### config.mk
export PLATFORM = sky130hd
export DESIGN_NAME = pipe_ctrl_flat
export DESIGN_NICKNAME = d
export VERILOG_FILES = /design/src/rtl/pipe_ctrl_if.sv /design/src/rtl/pipe_ctrl.sv /design/src/flat_wrapper.sv
export SDC_FILE = /design/constraint.sdc
export NUM_CORES = 1
export LEC_CHECK = 0
export ABC_AREA = 1
export BUFFER_PORTS_ARGS = -buffer_cell sky130_fd_sc_hd__buf_2
export CAP_MARGIN = 0
export CORE_AREA = 2 2 77 79
export CTS_CLUSTER_SIZE = 10
export DETAILED_ROUTE_END_ITERATION = 10
export DIE_AREA = 0 0 79 81
export PLACE_DENSITY = 0.82
export SYNTH_ARGS = -nofsm -noshare
export SYNTH_HDL_FRONTEND = slang
export SYNTH_SLANG_ARGS = --single-unit
export TNS_END_PERCENT = 20
### constraint.sdc
create_clock -name clk -period 2.55 [get_ports clk]
set_input_delay 0.51 -clock clk [delete_from_list [all_inputs] [get_ports clk]]
set_output_delay 0.51 -clock clk [all_outputs]
set_load 0.05 [all_outputs]
### src/rtl/pipe_ctrl_if.sv
// Hazard-controller port bundle: decoder/EX/MEM status in, pipeline enables, flushes,
// forwarding selects and performance counters out. Master drives the status side.
interface pipe_ctrl_if #(parameter int CNT_W = 16);
   logic             id_valid;
   logic [4:0]       id_rs1;
   logic [4:0]       id_rs2;
   logic [4:0]       id_rd;
   logic             id_regwrite;
   logic             id_memread;
   logic             id_memwrite;
   logic             ex_redirect;
   logic             mem_ready;
   logic             pc_en;
   logic             if_id_en;
   logic             if_id_flush;
   logic             id_ex_flush;
   logic [1:0]       fwd_a;
   logic [1:0]       fwd_b;
   logic [CNT_W-1:0] stall_cnt;
   logic [CNT_W-1:0] flush_cnt;

   modport master (
      output id_valid, id_rs1, id_rs2, id_rd, id_regwrite, id_memread, id_memwrite,
             ex_redirect, mem_ready,
      input  pc_en, if_id_en, if_id_flush, id_ex_flush, fwd_a, fwd_b, stall_cnt, flush_cnt
   );

   modport slave (
      input  id_valid, id_rs1, id_rs2, id_rd, id_regwrite, id_memread, id_memwrite,
             ex_redirect, mem_ready,
      output pc_en, if_id_en, if_id_flush, id_ex_flush, fwd_a, fwd_b, stall_cnt, flush_cnt
   );
endinterface

### src/rtl/pipe_ctrl.sv
// RV32 5-stage hazard controller: shadow EX/MEM/WB scoreboard driving enables, flushes and
// forwarding selects combinationally (zero latency); mem stall freezes everything, saturating counters.
module pipe_ctrl #(
   parameter int CNT_W = 16
) (
   input logic        clk,
   input logic        rst_n,
   pipe_ctrl_if.slave bus
);

   typedef struct packed {
      logic       valid;
      logic [4:0] rd;
      logic       regwrite;
      logic       memread;
      logic       memop;
   } slot_t;

   slot_t            ex_q;
   slot_t            mem_q;
   slot_t            wb_q;
   slot_t            ex_d;
   logic             freeze;
   logic             lu_stall;
   logic [CNT_W-1:0] stall_q;
   logic [CNT_W-1:0] flush_q;

   function automatic logic hit(input slot_t s, input logic [4:0] r);
      return s.valid && s.regwrite && (s.rd != 5'd0) && (s.rd == r);
   endfunction

   // A load still in EX has no data yet, so it is skipped here and stalls instead.
   function automatic logic [1:0] fwd_sel(input slot_t ex, input slot_t mem, input slot_t wb,
                                          input logic [4:0] r);
      if (hit(ex, r) && !ex.memread) return 2'b01;
      else if (hit(mem, r))          return 2'b10;
      else if (hit(wb, r))           return 2'b11;
      else                           return 2'b00;
   endfunction

   always_comb begin
      freeze   = mem_q.valid & mem_q.memop & ~bus.mem_ready;
      lu_stall = bus.id_valid & ~bus.ex_redirect & ex_q.memread &
                 (hit(ex_q, bus.id_rs1) | hit(ex_q, bus.id_rs2));
      ex_d     = '0;
      if (bus.id_valid && !lu_stall && !bus.ex_redirect) begin
         ex_d.valid    = 1'b1;
         ex_d.rd       = bus.id_rd;
         ex_d.regwrite = bus.id_regwrite;
         ex_d.memread  = bus.id_memread;
         ex_d.memop    = bus.id_memread | bus.id_memwrite;
      end
   end

   assign bus.pc_en       = ~freeze & (bus.ex_redirect | ~lu_stall);
   assign bus.if_id_en    = ~freeze & ~lu_stall;
   assign bus.if_id_flush = ~freeze & bus.ex_redirect;
   assign bus.id_ex_flush = ~freeze & (bus.ex_redirect | lu_stall);
   assign bus.fwd_a       = fwd_sel(ex_q, mem_q, wb_q, bus.id_rs1);
   assign bus.fwd_b       = fwd_sel(ex_q, mem_q, wb_q, bus.id_rs2);
   assign bus.stall_cnt   = stall_q;
   assign bus.flush_cnt   = flush_q;

   always_ff @(posedge clk or negedge rst_n) begin
      if (!rst_n) begin
         ex_q  <= '0;
         mem_q <= '0;
         wb_q  <= '0;
      end else if (!freeze) begin
         wb_q  <= mem_q;
         mem_q <= ex_q;
         ex_q  <= ex_d;
      end
   end

   always_ff @(posedge clk or negedge rst_n) begin
      if (!rst_n) begin
         stall_q <= '0;
         flush_q <= '0;
      end else begin
         if ((freeze || lu_stall) && (stall_q != {CNT_W{1'b1}}))
            stall_q <= stall_q + CNT_W'(1);
         if (!freeze && bus.ex_redirect && (flush_q != {CNT_W{1'b1}}))
            flush_q <= flush_q + CNT_W'(1);
      end
   end

endmodule

### src/flat_wrapper.sv
// flat-port wrapper written by rule: the top's interface ports become plain ports
module pipe_ctrl_flat 
#(
   parameter int CNT_W = 16
)
  (clk, rst_n, bus_id_valid, bus_id_rs1, bus_id_rs2, bus_id_rd, bus_id_regwrite, bus_id_memread, bus_id_memwrite, bus_ex_redirect, bus_mem_ready, bus_pc_en, bus_if_id_en, bus_if_id_flush, bus_id_ex_flush, bus_fwd_a, bus_fwd_b, bus_stall_cnt, bus_flush_cnt);
  pipe_ctrl_if #(.CNT_W(CNT_W)) bus_i ();
  input logic clk;
  input logic rst_n;
  input wire logic [$bits(bus_i.id_valid)-1:0] bus_id_valid;
  input wire logic [$bits(bus_i.id_rs1)-1:0] bus_id_rs1;
  input wire logic [$bits(bus_i.id_rs2)-1:0] bus_id_rs2;
  input wire logic [$bits(bus_i.id_rd)-1:0] bus_id_rd;
  input wire logic [$bits(bus_i.id_regwrite)-1:0] bus_id_regwrite;
  input wire logic [$bits(bus_i.id_memread)-1:0] bus_id_memread;
  input wire logic [$bits(bus_i.id_memwrite)-1:0] bus_id_memwrite;
  input wire logic [$bits(bus_i.ex_redirect)-1:0] bus_ex_redirect;
  input wire logic [$bits(bus_i.mem_ready)-1:0] bus_mem_ready;
  output wire logic [$bits(bus_i.pc_en)-1:0] bus_pc_en;
  output wire logic [$bits(bus_i.if_id_en)-1:0] bus_if_id_en;
  output wire logic [$bits(bus_i.if_id_flush)-1:0] bus_if_id_flush;
  output wire logic [$bits(bus_i.id_ex_flush)-1:0] bus_id_ex_flush;
  output wire logic [$bits(bus_i.fwd_a)-1:0] bus_fwd_a;
  output wire logic [$bits(bus_i.fwd_b)-1:0] bus_fwd_b;
  output wire logic [$bits(bus_i.stall_cnt)-1:0] bus_stall_cnt;
  output wire logic [$bits(bus_i.flush_cnt)-1:0] bus_flush_cnt;
  assign bus_i.id_valid = bus_id_valid;
  assign bus_i.id_rs1 = bus_id_rs1;
  assign bus_i.id_rs2 = bus_id_rs2;
  assign bus_i.id_rd = bus_id_rd;
  assign bus_i.id_regwrite = bus_id_regwrite;
  assign bus_i.id_memread = bus_id_memread;
  assign bus_i.id_memwrite = bus_id_memwrite;
  assign bus_i.ex_redirect = bus_ex_redirect;
  assign bus_i.mem_ready = bus_mem_ready;
  assign bus_pc_en = bus_i.pc_en;
  assign bus_if_id_en = bus_i.if_id_en;
  assign bus_if_id_flush = bus_i.if_id_flush;
  assign bus_id_ex_flush = bus_i.id_ex_flush;
  assign bus_fwd_a = bus_i.fwd_a;
  assign bus_fwd_b = bus_i.fwd_b;
  assign bus_stall_cnt = bus_i.stall_cnt;
  assign bus_flush_cnt = bus_i.flush_cnt;
  pipe_ctrl #(.CNT_W(CNT_W)) u_core (.clk(clk), .rst_n(rst_n), .bus(bus_i));
endmodule
==> run_results.csv, run 1 <==
group,metric,value,unit
yosys,syn_inst,407,
timing,fin_ws,0.148,ns
worst_setup_path,cp-start-kind,"register",
floorplan,rows,28,
yosys,synth_seq_cells,56,
power,ir_worst_vdd,0.692,mV
yosys,ys_types,26,
clocking,clk_latency,0.31,ns
worst_setup_path,crit_path_end,"bus_id_ex_flush",
yosys,synth_nets,432,
worst_setup_path,crit_start,"u_core.ex_q[4]",
yosys,ys_seq_area_frac,0.431,
place,portBuffers,62,
finish,n_fill_cell,494,
worst_setup_path,crit_chain,"inv_1, nand2_1, nand2_1, nand2_1, nor2_1, nand3_1, nand2_2, nand2_4, a21oi_1, buf_4",
yosys,ys.flop_type,"dfrtp_1",
floorplan,die_area,6400,µm²
worst_setup_path,cpPeakStageDelay,0.49,ns
place,post-place-ws,0.276,ns
floorplan,start_util,0.573,
worst_setup_path,r2r_setup_slack,0.61,ns
finish,layout-drive-gt1-share,0.192,
finish,final_cell_area,3740,µm²
yosys,synth_top_area_frac,0.431,
worst_setup_path,cp.required,2.04,ns
drt,wl,7270,µm
finish,final_cells,548,
drt,ant_nets,0,
worst_setup_path,crit_buf_inv,2,
yosys,synthTopCellsByArea,"dfrtp_1 43%, nand2_1 13%, xor2_1 8.6%, nand3_1 6.2%, xnor2_1 5.9%",
finish,nNetsFinal,497,
finish,regArea,1400,µm²
yosys,yosys.area.top_type,"dfrtp_1",
finish,syn2layout_area_growth,15.0,%
timing,finClkSkew,0.0121,ns
global_route,grt_overflow_total,0,
timing,tightest_slew,0.666,ns
floorplan,die_w,79,µm
timing,period_share,0.942,
timing,fmax,416,MHz
clocking,holdBufCountCts,0,
place,post-dp-hpwl,5480,µm
global_route,grt_pass1_vias,2734,
worst_setup_path,cp.arrival,1.89,ns
yosys,async_reset_ff_frac,1.00,
yosys,yosysWarnings,0,
floorplan,io-pin-count,63,
clocking,cts_buffer_depth,2,
worst_setup_path,criticalPathCategory,"reg -> out",
status,status,"complete, no violations",
place,routabilityCongestion,0.880,
finish,fin_util,0.659,
drt,first_iter_violations,173,
worst_setup_path,critPathMaxFanout,10,
floorplan,die_h,81,µm
worst_setup_path,crit_family,"simple AND/OR/NAND/NOR gates",
worst_setup_path,worstSetupPathDepth,10,
drt,drc,0,
clocking,clock-root-buffer,"clkbuf_8",
timing,slew-limit-headroom,0.556,
timing,finalHoldViolCount,0,
global_route,grt_usage,0.238,
yosys,avgSynthCellArea,8.00,µm²
place,place_inst,540,
global_route,grt_pass1_wl,12100,µm
drt,avgRoutedWirePerCell,13.3,µm
timing,setup_viol,0,
worst_setup_path,path_common_cell,"nand2_1",
finish,multi_input_area,1650,µm²
timing,min_period,2.40,ns
timing,rsz0062_at_grt,"false",
hold_path,holdCritPathClass,"in -> async",
place,placed_cell_area,3650,µm²
drt,vias,2897,
yosys,syn_area,3250,µm²
power,design_power_total,2.46,mW
global_route,grt_max_degree,30,
yosys,synth_edf_count,0,
clocking,cts.sinks,56,
floorplan,fp.coreArea,5680,µm²
worst_setup_path,reg2reg_from,"u_core.ex_q[4]",
clocking,cts_inserted_buffers,5,
clocking,cts_tree,"yes",
worst_setup_path,slowest_stage,"dfrtp_2",
global_route,antenna_found_initial,0,
power,power.density,658,nW/µm²
finish,diodes,0,
job,cap_violations,0,
clocking,htreeDepth,2,
worst_setup_path,worstSetupEndpointType,"output pin",
timing,finalMaxSlewViolations,0,
worst_setup_path,r2r_end,"u_core.bus.stall_cnt[14]",
timing,whs,0.220,ns
power,p_leak,1.99,nW
worst_setup_path,worst_r2r_path_depth,13,
timing,final.setup.tns,0,ns
drt,drtPass1Iterations,4,
clocking,cts.clk_slew.worst_paths,0.11,ns
drt,routed_via_density,5.29,
-- layout by cell type, fill, tap and decap left out, types with 5 or more instances in the layout --
| cell type | netlist | final |
|---|---|---|
| xnor2_1 | 22 | 22 |
| nand4_1 | 19 | 19 |
| clkbuf_8 | 0 | 5 |
| dfrtp_1 | 56 | 54 |
| nand2_1 | 115 | 115 |
| xor2_1 | 32 | 32 |
| nor3_1 | 14 | 14 |
| o21ai_0 | 16 | 16 |
| nor2_1 | 24 | 24 |
| nand3_1 | 40 | 40 |
| inv_1 | 40 | 40 |
| buf_2 | 1 | 61 |
-- where the power goes --
group          leakage (nW)  total [mW]  switching [mW]  internal (mW)
logic                  1.22       0.830           0.612          0.218
registers             0.731        1.14           0.139           1.00
clock network        0.0445       0.494           0.298          0.196
total                  1.99        2.46            1.05           1.41
-- cell families after synthesis --
logic type               after synthesis  synth area share
AO/OA/AOI/OAI                         18            0.0285
AND/OR/NAND/NOR                      228             0.324
XOR/XNOR                              54             0.145
adder cells (fa/ha/maj)                2           0.00769
flip-flops                            56             0.431
buffers and inverters                 49            0.0638
-- registers in the layout (all words and copies together) (netlist names) --
signal	flops
u_core.mem_q	8
u_core.wb_q	7
u_core.bus.stall_cnt	16
u_core.bus.flush_cnt	16
u_core.ex_q	9
-- worst min-delay path by stage --
stage,to,slack (ns),cells after the start
CTS,u_core.ex_q[0],0.23,1
global placement,u_core.mem_q[0],0.46,1
finish,u_core.ex_q[0],0.22,1
floorplan,u_core.bus.flush_cnt[0],0.21,0
global route,u_core.mem_q[0],0.25,1
detailed placement,u_core.wb_q[8],0.47,2
-- per-layer routing --
| metal | wire (µm) | up-vias | share of wire | GRT usage |
|---|---|---|---|---|
| met2 | 3730 | 77 | 0.51 | 0.420 |
| met5 | 0 | - | 0 | 0 |
| met3 | 295 | 14 | 0.041 | 0.0333 |
| li1 | - | 1430 | - | - |
| met1 | 3120 | 1376 | 0.43 | 0.292 |
| met4 | 131 | 0 | 0.018 | 0.107 |
-- cell type report --
type,count,area share
well taps,75,0.0251
repair buffers,66,0.0950
inverters,41,0.0411
flip-flops and latches,56,0.375
clock inverters,3,0.00568
multi-input cells,302,0.440
clock buffers,5,0.0184
-- Yosys cell counts, types with 2 or more instances --
| library cell | number |
|---|---|
| nand4_1 | 19 |
| xor2_1 | 32 |
| nand2_2 | 2 |
| o21ai_0 | 16 |
| ha_1 | 2 |
| nand2_1 | 115 |
| nor2_1 | 24 |
| buf_6 | 3 |
| dfrtp_1 | 56 |
| nand3_1 | 40 |
| nand2_4 | 4 |
| nor3_1 | 14 |
| clkbuf_1 | 4 |
| or2_2 | 4 |
| inv_1 | 40 |
| xnor2_1 | 22 |
-- what timing repair did --
action                                  in CTS  in global routing
buffers inserted                             0                  0
gates resized for setup                      0                  4
endpoints found under the setup margin       0                  3
Note: power is estimated with default switching activity, not from simulation.
==> run 2: changes to the inputs <==
- CORE_AREA: 2 2 77 79 -> 2 2 80 82
- DIE_AREA: 0 0 79 81 -> 0 0 82 84
- PLACE_DENSITY: 0.82 -> 0.86
- clock period: 2.55 -> 2.4 ns (I/O delays scaled with it)
==> run 2 against run 1 <==
Register-to-register slack worse by 0.15 ns. Sequential cell count stayed put. Wire length is 4.2% higher. First-iteration DRC count is 12% higher. Global-route usage is 1.5 points lower. Worst hold slack worse by 0.026 ns. Largest power group unchanged.
==> run_results.csv, run 2 (synthesized netlist as in run 1, its figures left out) <==
group,metric,value,unit
worst_setup_path,criticalPathCategory,"reg -> out",
finish,fin_util,0.625,
drt,ant_nets,0,
worst_setup_path,cp.required,1.92,ns
worst_setup_path,cp-start-kind,"register",
floorplan,io-pin-count,63,
clocking,cts.sinks,56,
floorplan,die_area,6890,µm²
global_route,grt_pass1_wl,12100,µm
worst_setup_path,worst_r2r_path_depth,11,
finish,nNetsFinal,500,
clocking,clk_latency,0.31,ns
worst_setup_path,r2r_setup_slack,0.46,ns
worst_setup_path,critPathMaxFanout,8,
global_route,grt_overflow_total,0,
timing,finalHoldViolCount,0,
drt,avgRoutedWirePerCell,13.7,µm
timing,setup_viol,0,
finish,final_cell_mix,"115 x nand2_1, 59 x buf_2, 53 x dfrtp_1",
clocking,cts.clk_slew.worst_paths,0.11,ns
clocking,cts_inserted_buffers,5,
drt,vias,2950,
power,p_leak,2.02,nW
global_route,grt_usage,0.223,
job,cap_violations,0,
worst_setup_path,worstSetupEndpointType,"output pin",
clocking,cts_tree,"yes",
drt,drtPass1Iterations,4,
place,post-dp-hpwl,5550,µm
drt,first_iter_violations,193,
timing,finalMaxSlewViolations,0,
timing,tightest_slew,0.685,ns
place,routabilityCongestion,0.886,
clocking,htreeDepth,2,
timing,period_share,0.972,
power,power.density,687,nW/µm²
worst_setup_path,r2r_end,"u_core.bus.stall_cnt[8]",
floorplan,die_w,82,µm
timing,fin_ws,0.0668,ns
timing,whs,0.193,ns
floorplan,rows,29,
clocking,clock-root-buffer,"clkbuf_8",
timing,finClkSkew,0.0142,ns
timing,fmax,429,MHz
timing,slew-limit-headroom,0.543,
worst_setup_path,crit_chain,"xnor2_1, nand2_1, nor2_2, nand3_1, nand2_2, nand2_4, a21oi_2, buf_6",
finish,syn2layout_area_growth,17.0,%
floorplan,start_util,0.534,
status,status,"complete, no violations",
worst_setup_path,slowest_stage,"dfrtp_2",
worst_setup_path,reg2reg_from,"u_core.ex_q[3]",
clocking,cts_buffer_depth,2,
drt,drc,0,
place,portBuffers,62,
drt,routed_via_density,5.33,
floorplan,die_h,84,µm
finish,final_common_cell,"nand2_1",
finish,layout-drive-gt1-share,0.214,
drt,wl,7580,µm
global_route,grt_pass1_vias,2662,
place,post-place-ws,0.230,ns
floorplan,fp.coreArea,6100,µm²
worst_setup_path,cp.arrival,1.85,ns
power,ir_worst_vdd,0.553,mV
worst_setup_path,crit_family,"simple AND/OR/NAND/NOR gates",
hold_path,holdCritPathClass,"in -> async",
worst_setup_path,crit_buf_inv,1,
timing,min_period,2.33,ns
finish,diodes,0,
global_route,antenna_found_initial,0,
global_route,grt_max_degree,30,
worst_setup_path,cpPeakStageDelay,0.50,ns
run 2: cell types whose count changed in the layout (fill, tap and decap cells not counted), sizes merged:
cell	change
buf	+3
run 2: stage by stage:
stage | area [µm²] | std cells | power [mW] | setup TNS [ns]
2_1_floorplan | 3250 | 407 | 1.85 | 0
3_3_place_gp | 3650 | 542 | 2.07 | 0
3_5_place_dp | 3650 | 542 | 2.10 | 0
4_1_cts | 3740 | 550 | 2.63 | 0
5_1_grt | 3810 | 553 | 2.77 | -0.0319
6_report | 3810 | 553 | 2.62 | 0
run 2: per-layer routing:
metal / vias to the layer above / track usage / part of all wire
met5: - / 0 / 0
met4: 0 / 0.0576 / 0.019
met3: 16 / 0.0400 / 0.049
met2: 97 / 0.378 / 0.51
met1: 1395 / 0.290 / 0.42
li1: 1442 / - / -
run 2: timing repair:
item                       4_1_cts  5_1_grt
pin swaps                        0        1
gates resized for setup          3       15
setup endpoints to repair        3        4
cloned                           0        0
buffers inserted                 0        3
hold buffers                     0        0
run 2: how the worst max path moves through the flow:
stage	cells after the start	slack, ns	start	to
2_1_floorplan	9	0.10	bus_id_rs1[1]	bus_id_ex_flush
3_3_place_gp	11	0.24	bus_id_rs1[1]	bus_id_ex_flush
3_5_place_dp	9	0.23	bus_id_rs1[0]	bus_id_ex_flush
4_1_cts	9	0.006	u_core.ex_q[3]	bus_if_id_en
5_1_grt	8	-0.03	u_core.ex_q[3]	bus_id_ex_flush
6_report	8	0.07	u_core.ex_q[3]	bus_id_ex_flush
run 2: final cells by class:
| class | count | area (µm²) |
|---|---|---|
| fillers | 524 | 2290 |
| multi-input cells | 302 | 1670 |
| flip-flops and latches | 56 | 1410 |
| repair buffers | 69 | 394 |
| inverters | 41 | 154 |
| well taps | 77 | 96.3 |
| clock buffers | 5 | 68.8 |
| clock inverters | 3 | 21.3 |
run 2: power by group:
group / total (mW) / switching, mW / internal [mW] / leakage [nW]
Sequential: 1.21 / 0.151 / 1.06 / 0.730
Clock: 0.523 / 0.315 / 0.208 / 0.0445
Combinational: 0.881 / 0.647 / 0.233 / 1.25
